[config.mk]
export PLATFORM = sky130hd
export DESIGN_NAME = video_roi_gray_4
export DESIGN_NICKNAME = d
export VERILOG_FILES = /design/src/rtl/video_roi_gray_4.sv
export SDC_FILE = /design/constraint.sdc
export NUM_CORES = 1
export LEC_CHECK = 0
export ABC_AREA = 1
export CORE_UTILIZATION = 35
export CTS_CLUSTER_SIZE = 25
export DETAILED_ROUTE_END_ITERATION = 10
export PLACE_DENSITY_LB_ADDON = 0.1
export SLEW_MARGIN = 20
export SYNTH_ARGS = -nofsm -noshare
export SYNTH_HDL_FRONTEND = slang
export SYNTH_SLANG_ARGS = --single-unit
[constraint.sdc]
create_clock -name s_axis_video_aclk -period 15.3 [get_ports s_axis_video_aclk]
set_input_delay 4.59 -clock s_axis_video_aclk [delete_from_list [all_inputs] [get_ports s_axis_video_aclk]]
set_output_delay 4.59 -clock s_axis_video_aclk [all_outputs]
set_load 0.1 [all_outputs]
[src/rtl/video_roi_gray_4.sv]
// video_roi_gray_4: RGB-to-luma conversion with fixed ROI crop and frame framing checks
module video_roi_gray_4 #(
    parameter int IMG_W = 1280,
    parameter int IMG_H = 720,
    parameter int ROI_X = 608,
    parameter int ROI_Y = 328,
    parameter int ROI_W = 64,
    parameter int ROI_H = 64
) (
    input  logic        s_axis_video_aclk,
    input  logic        rst,
    input  logic [95:0] VIDEO_IN_tdata,
    input  logic        VIDEO_IN_tvalid,
    output logic        VIDEO_IN_tready,
    input  logic        VIDEO_IN_tuser,
    input  logic        VIDEO_IN_tlast,
    output logic [31:0] VIDEO_OUT_tdata,
    output logic        VIDEO_OUT_tvalid,
    input  logic        VIDEO_OUT_tready,
    output logic        VIDEO_OUT_tuser,
    output logic        VIDEO_OUT_tlast,
    output logic        eol_err,
    output logic        sof_err,
    output logic        roi_done
);
    localparam int HB = IMG_W / 4;
    localparam int HW = $clog2(HB + 1);
    localparam int VW = $clog2(IMG_H + 1);
    localparam logic [HW-1:0] H_LAST = HW'(HB - 1);
    localparam logic [HW-1:0] X_FIRST = HW'(ROI_X / 4);
    localparam logic [HW-1:0] X_LAST = HW'((ROI_X + ROI_W) / 4 - 1);
    localparam logic [VW-1:0] V_LAST = VW'(IMG_H - 1);
    localparam logic [VW-1:0] Y_FIRST = VW'(ROI_Y);
    localparam logic [VW-1:0] Y_LAST = VW'(ROI_Y + ROI_H - 1);
    localparam logic [0:0] WAIT_SOF = 1'b0;
    localparam logic [0:0] ACTIVE = 1'b1;

    logic [0:0]    state;
    logic [HW-1:0] hcnt, cur_h;
    logic [VW-1:0] vcnt, cur_v;
    logic          en, acc, proc, line_end, in_roi, eol_hit, sof_hit;
    logic          s1_valid, s1_user, s1_last, s1_done;
    logic [15:0]   s1_pr [4];
    logic [15:0]   s1_pg [4];
    logic [15:0]   s1_pb [4];
    logic          s2_valid, s2_user, s2_last, s2_done;
    logic [31:0]   s2_data, luma;
    logic [15:0]   sum;

    assign en               = ~s2_valid | VIDEO_OUT_tready;
    assign VIDEO_IN_tready  = en & ~rst;
    assign acc              = VIDEO_IN_tvalid & VIDEO_IN_tready;
    assign VIDEO_OUT_tvalid = s2_valid;
    assign VIDEO_OUT_tdata  = s2_data;
    assign VIDEO_OUT_tuser  = s2_user;
    assign VIDEO_OUT_tlast  = s2_last;
    assign roi_done         = s2_valid & VIDEO_OUT_tready & s2_done;

    // Position of the accepted beat; any tuser beat restarts the frame at (0,0)
    always_comb begin
        cur_h    = VIDEO_IN_tuser ? '0 : hcnt;
        cur_v    = VIDEO_IN_tuser ? '0 : vcnt;
        proc     = acc & ((state == ACTIVE) | VIDEO_IN_tuser);
        line_end = VIDEO_IN_tlast | (cur_h == H_LAST);
        eol_hit  = proc & (VIDEO_IN_tlast ^ (cur_h == H_LAST));
        sof_hit  = acc & (state == ACTIVE) & VIDEO_IN_tuser & ((hcnt != '0) | (vcnt != '0));
        in_roi   = proc & (cur_h >= X_FIRST) & (cur_h <= X_LAST) & (cur_v >= Y_FIRST) & (cur_v <= Y_LAST);
    end

    // Framing FSM, line/frame counters and registered error pulses
    always_ff @(posedge s_axis_video_aclk) begin
        if (rst) begin
            state   <= WAIT_SOF;
            hcnt    <= '0;
            vcnt    <= '0;
            eol_err <= 1'b0;
            sof_err <= 1'b0;
        end else begin
            eol_err <= eol_hit;
            sof_err <= sof_hit;
            if (proc) begin
                state <= (line_end & (cur_v == V_LAST)) ? WAIT_SOF : ACTIVE;
                hcnt  <= line_end ? '0 : cur_h + 1'b1;
                vcnt  <= line_end ? ((cur_v == V_LAST) ? '0 : cur_v + 1'b1) : cur_v;
            end
        end
    end

    // Stage 1: per-channel weighted products plus ROI flag and sideband
    always_ff @(posedge s_axis_video_aclk) begin
        if (rst) begin
            s1_valid <= 1'b0;
            s1_user  <= 1'b0;
            s1_last  <= 1'b0;
            s1_done  <= 1'b0;
        end else if (en) begin
            s1_valid <= in_roi;
            s1_user  <= (cur_h == X_FIRST) & (cur_v == Y_FIRST);
            s1_last  <= cur_h == X_LAST;
            s1_done  <= (cur_h == X_LAST) & (cur_v == Y_LAST);
            for (int k = 0; k < 4; k++) begin
                s1_pr[k] <= 16'd77 * {8'd0, VIDEO_IN_tdata[24*k+16 +: 8]};
                s1_pg[k] <= 16'd150 * {8'd0, VIDEO_IN_tdata[24*k +: 8]};
                s1_pb[k] <= 16'd29 * {8'd0, VIDEO_IN_tdata[24*k+8 +: 8]};
            end
        end
    end

    // Rounded sum of products; the top byte is the luma value
    always_comb begin
        luma = '0;
        sum  = '0;
        for (int k = 0; k < 4; k++) begin
            sum             = s1_pr[k] + s1_pg[k] + s1_pb[k] + 16'd128;
            luma[8*k +: 8]  = sum[15:8];
        end
    end

    // Stage 2: output register, held while downstream stalls a valid beat
    always_ff @(posedge s_axis_video_aclk) begin
        if (rst) begin
            s2_valid <= 1'b0;
            s2_user  <= 1'b0;
            s2_last  <= 1'b0;
            s2_done  <= 1'b0;
            s2_data  <= '0;
        end else if (en) begin
            s2_valid <= s1_valid;
            s2_user  <= s1_valid & s1_user;
            s2_last  <= s1_valid & s1_last;
            s2_done  <= s1_valid & s1_done;
            s2_data  <= luma;
        end
    end
endmodule

==> metrics.txt <==
core footprint=around 70000 um2; layout cells sized above 1=0.02997; Slowest cell on crit path=inv_6; Post-synth top flop=edfxtp_1; Leak=between 0.01 and 0.015 uW; WL/cell=approximately 14 um; vias in the first global route=between 15000 and 20000; GR Util All Layers=0.1558; Die W=between 200 and 300 um; hold buffer count at cts=0; YS warnings=0; CP top delay family=buffers and inverters; vias per std cell=around 4.6; CP max stage delay=1030 ps; IO Port Bufs=140; largest area contributor in the netlist=ha_1; Gates resized, CTS repair=0; worst-skew pair later-pin latency=570 ps; most used cell, CP=buf_4; fin crit period=12420 ps; internal power=between 2000 and 3000 uW; Comb pwr share=0.697; DP Wirelength=45700 um; CP endpoint kind=output pin; P_sw=between 2000 and 3000 uW; pre-CTS setup slack=between 2000 and 3000 ps; FF+latch count, synth=about 230; I/O pins=around 140; Initial Util=0.3549; Root Buffer=clkbuf_16; commonest cells after routing, fill and taps aside=inv_1 (650), nand2_1 (519), ha_1 (505); fmax=80.49 MHz; CTS tree=done; Setup WS post-layout=between 2000 and 3000 ps; final setup violation count=0; Remaining Overflow, GRT=0; final WL=54960 um; Hold Crit Class=reg -> reg; Post-synth EDFFs=~170; CTS sink cnt=234; DIE HEIGHT=roughly 270 um; first-pass GRT wire length=a little over 90000 um; commonest non-fill, non-tap cell in the layout=inv_1; Switching Fraction=0.5086; Flop pwr share=0.178; max-slew violation count=0; unrepaired setup endpoints after global routing=no; Final TNS setup=0 ps; outcome=finished clean; gpl congestion=0.8597; period utilization=0.8121; DR vias=between 15000 and 20000; initial antenna violation count=0; Peak VDD IR=between 0.1 and 0.15 mV; Pwr per Cell Area=between 200 and 250 nW/um2; worst path cell trace=clkdlybuf4s50_1 -> buf_4 -> inv_4 -> nand2_1 -> inv_6 -> buf_4; ANT cells=0; headroom to the max-slew limit=0.2267; sequential cell area fraction in the yosys report=0.2569; Worst Max-Slew Pin Slew=around 1200 ps; pin count of the biggest net entering global routing=~110; async set or reset register ratio after synthesis=0; Syn Area/Cell=8.634 um2; Iter 0 DRT Violations=760; Bufs and invs on worst path=5; Worst EP required=10710 ps; Worst-path clk slew=60 ps; cells after synthesis=roughly 2900; Antenna Nets Post-Route=0; main area contributors after synthesis=ha_1 (25%), edfxtp_1 (21%), fa_1 (12%), inv_1 (9.8%), nand2_1 (7.8%); Max Cap Violations=0; syn nets=3647; CP max FO=between 100 and 150; skew final=between 10 and 15 ps; Startpoint Class=input port; CTS Buf Count=30; synth unique cells=48; CP Class=in -> out; Crit path arrival time=7830 ps; DRC viols=0; Row Count=97; Setup Buffers After CTS=0; DR pass1 iterations=7; synthesis-to-finish area growth=14.14%; Final Hold Viols=0; H-tree depth=1; die area=between 70000 and 80000 um2; Nets=roughly 3800; clock buffer depth=3; Synth top area share=0.2534; Post-Syn Area=about 25000 um2; Clock Power Share=0.126
-- per-layer routing --
layer	part of all wire	up-vias	global-route usage
met5	0	-	0
met4	0.016	0	0.02657
met3	0.040	40	0.02420
met2	0.45	225	0.2607
met1	0.49	8646	0.2136
li1	-	9622	-
-- synth_stat cells (3+ instances only) --
cell type  count
a21o_1         8
a21oi_1      165
a31oi_1        6
and2_1         4
clkbuf_1       9
dfxtp_1       62
edfxtp_1     172
fa_1         152
ha_1         505
inv_1        651
inv_2         10
nand2_1      519
nand2_2        5
nand2_4        5
nand3_1      167
nand3_4        3
nand4_1       28
nor2_1       143
nor2_4         3
nor3_1        21
nor3_2         4
o2111ai_1      3
o21a_1         7
o21ai_0       61
o21ai_1        5
o21bai_1      16
xnor2_1       30
xor2_1        95
-- tightest hold or removal path, cell delays in order (launching register included) --
cell and delay (ps):
dfxtp_1 310, nand2_1 60, a21oi_1 50
-- stage by stage --
stage / instance area (um2) / instances / hold WS, ps / total power [uW] / util
after detailed placement: 27450 / 3955 / 460.3 / 5163 / 0.3906
after floorplan: 24940 / 2888 / 443.6 / 4176 / -
after global placement: 27450 / 3955 / 456.9 / 5159 / 0.3906
after CTS: 28470 / 4010 / 469.8 / 5959 / 0.4051
final: 28460 / 4010 / 464.5 / 5860 / 0.4051
after global routing: 28460 / 4010 / 492.9 / 6597 / 0.4051
-- registers in the layout, indices dropped and copies added, names as in the netlist, 9 cells and up --
signal and flops:
hcnt 9, s1_pg 60, vcnt 10, s1_pr 60, VIDEO_OUT_tdata 32, s1_pb 52
-- power by group through the flow --
stage	Combinational, uW	Clock [uW]	Sequential, uW
2_1_floorplan	2920	0	1260
3_3_place_gp	4100	0	1060
3_5_place_dp	4100	0	1060
4_1_cts	4140	768	1050
5_1_grt	4740	788	1060
6_report	4080	736	1040
-- cell families (layout without fill, tap and decap cells) --
group                    Yosys count  count (layout)  share of synthesized area
XOR/XNOR                         125             125                    0.04390
adder cells (fa/ha/maj)          657             657                     0.3754
buffers and inverters            678             860                     0.1035
flip-flops                       234             234                     0.2569
AND/OR/NAND/NOR                  914             914                     0.1586
AO/OA/AOI/OAI                    280             280                    0.06172
-- final cells by class --
| class | instances | area, um2 |
|---|---|---|
| flip-flops and latches | 234 | 6406 |
| clock buffers | 43 | 882.1 |
| well taps | 940 | 1176 |
| multi-input cells | 1976 | 15950 |
| repair buffers | 143 | 1416 |
| clock inverters | 12 | 140.1 |
| fillers | 7125 | 41810 |
| inverters | 662 | 2492 |
-- final timing paths --
kind | depth (start not counted) | slack [ps] | end | from
max | 6 | 2880 | VIDEO_IN_tready | rst
min | 2 | 460 | vcnt[2] | vcnt[2]
max reg2reg | 4 | 11900 | s1_pg[3][4] | VIDEO_OUT_tvalid
min reg2reg | 2 | 460 | vcnt[2] | vcnt[2]
Power figures use the tool's default switching activity.
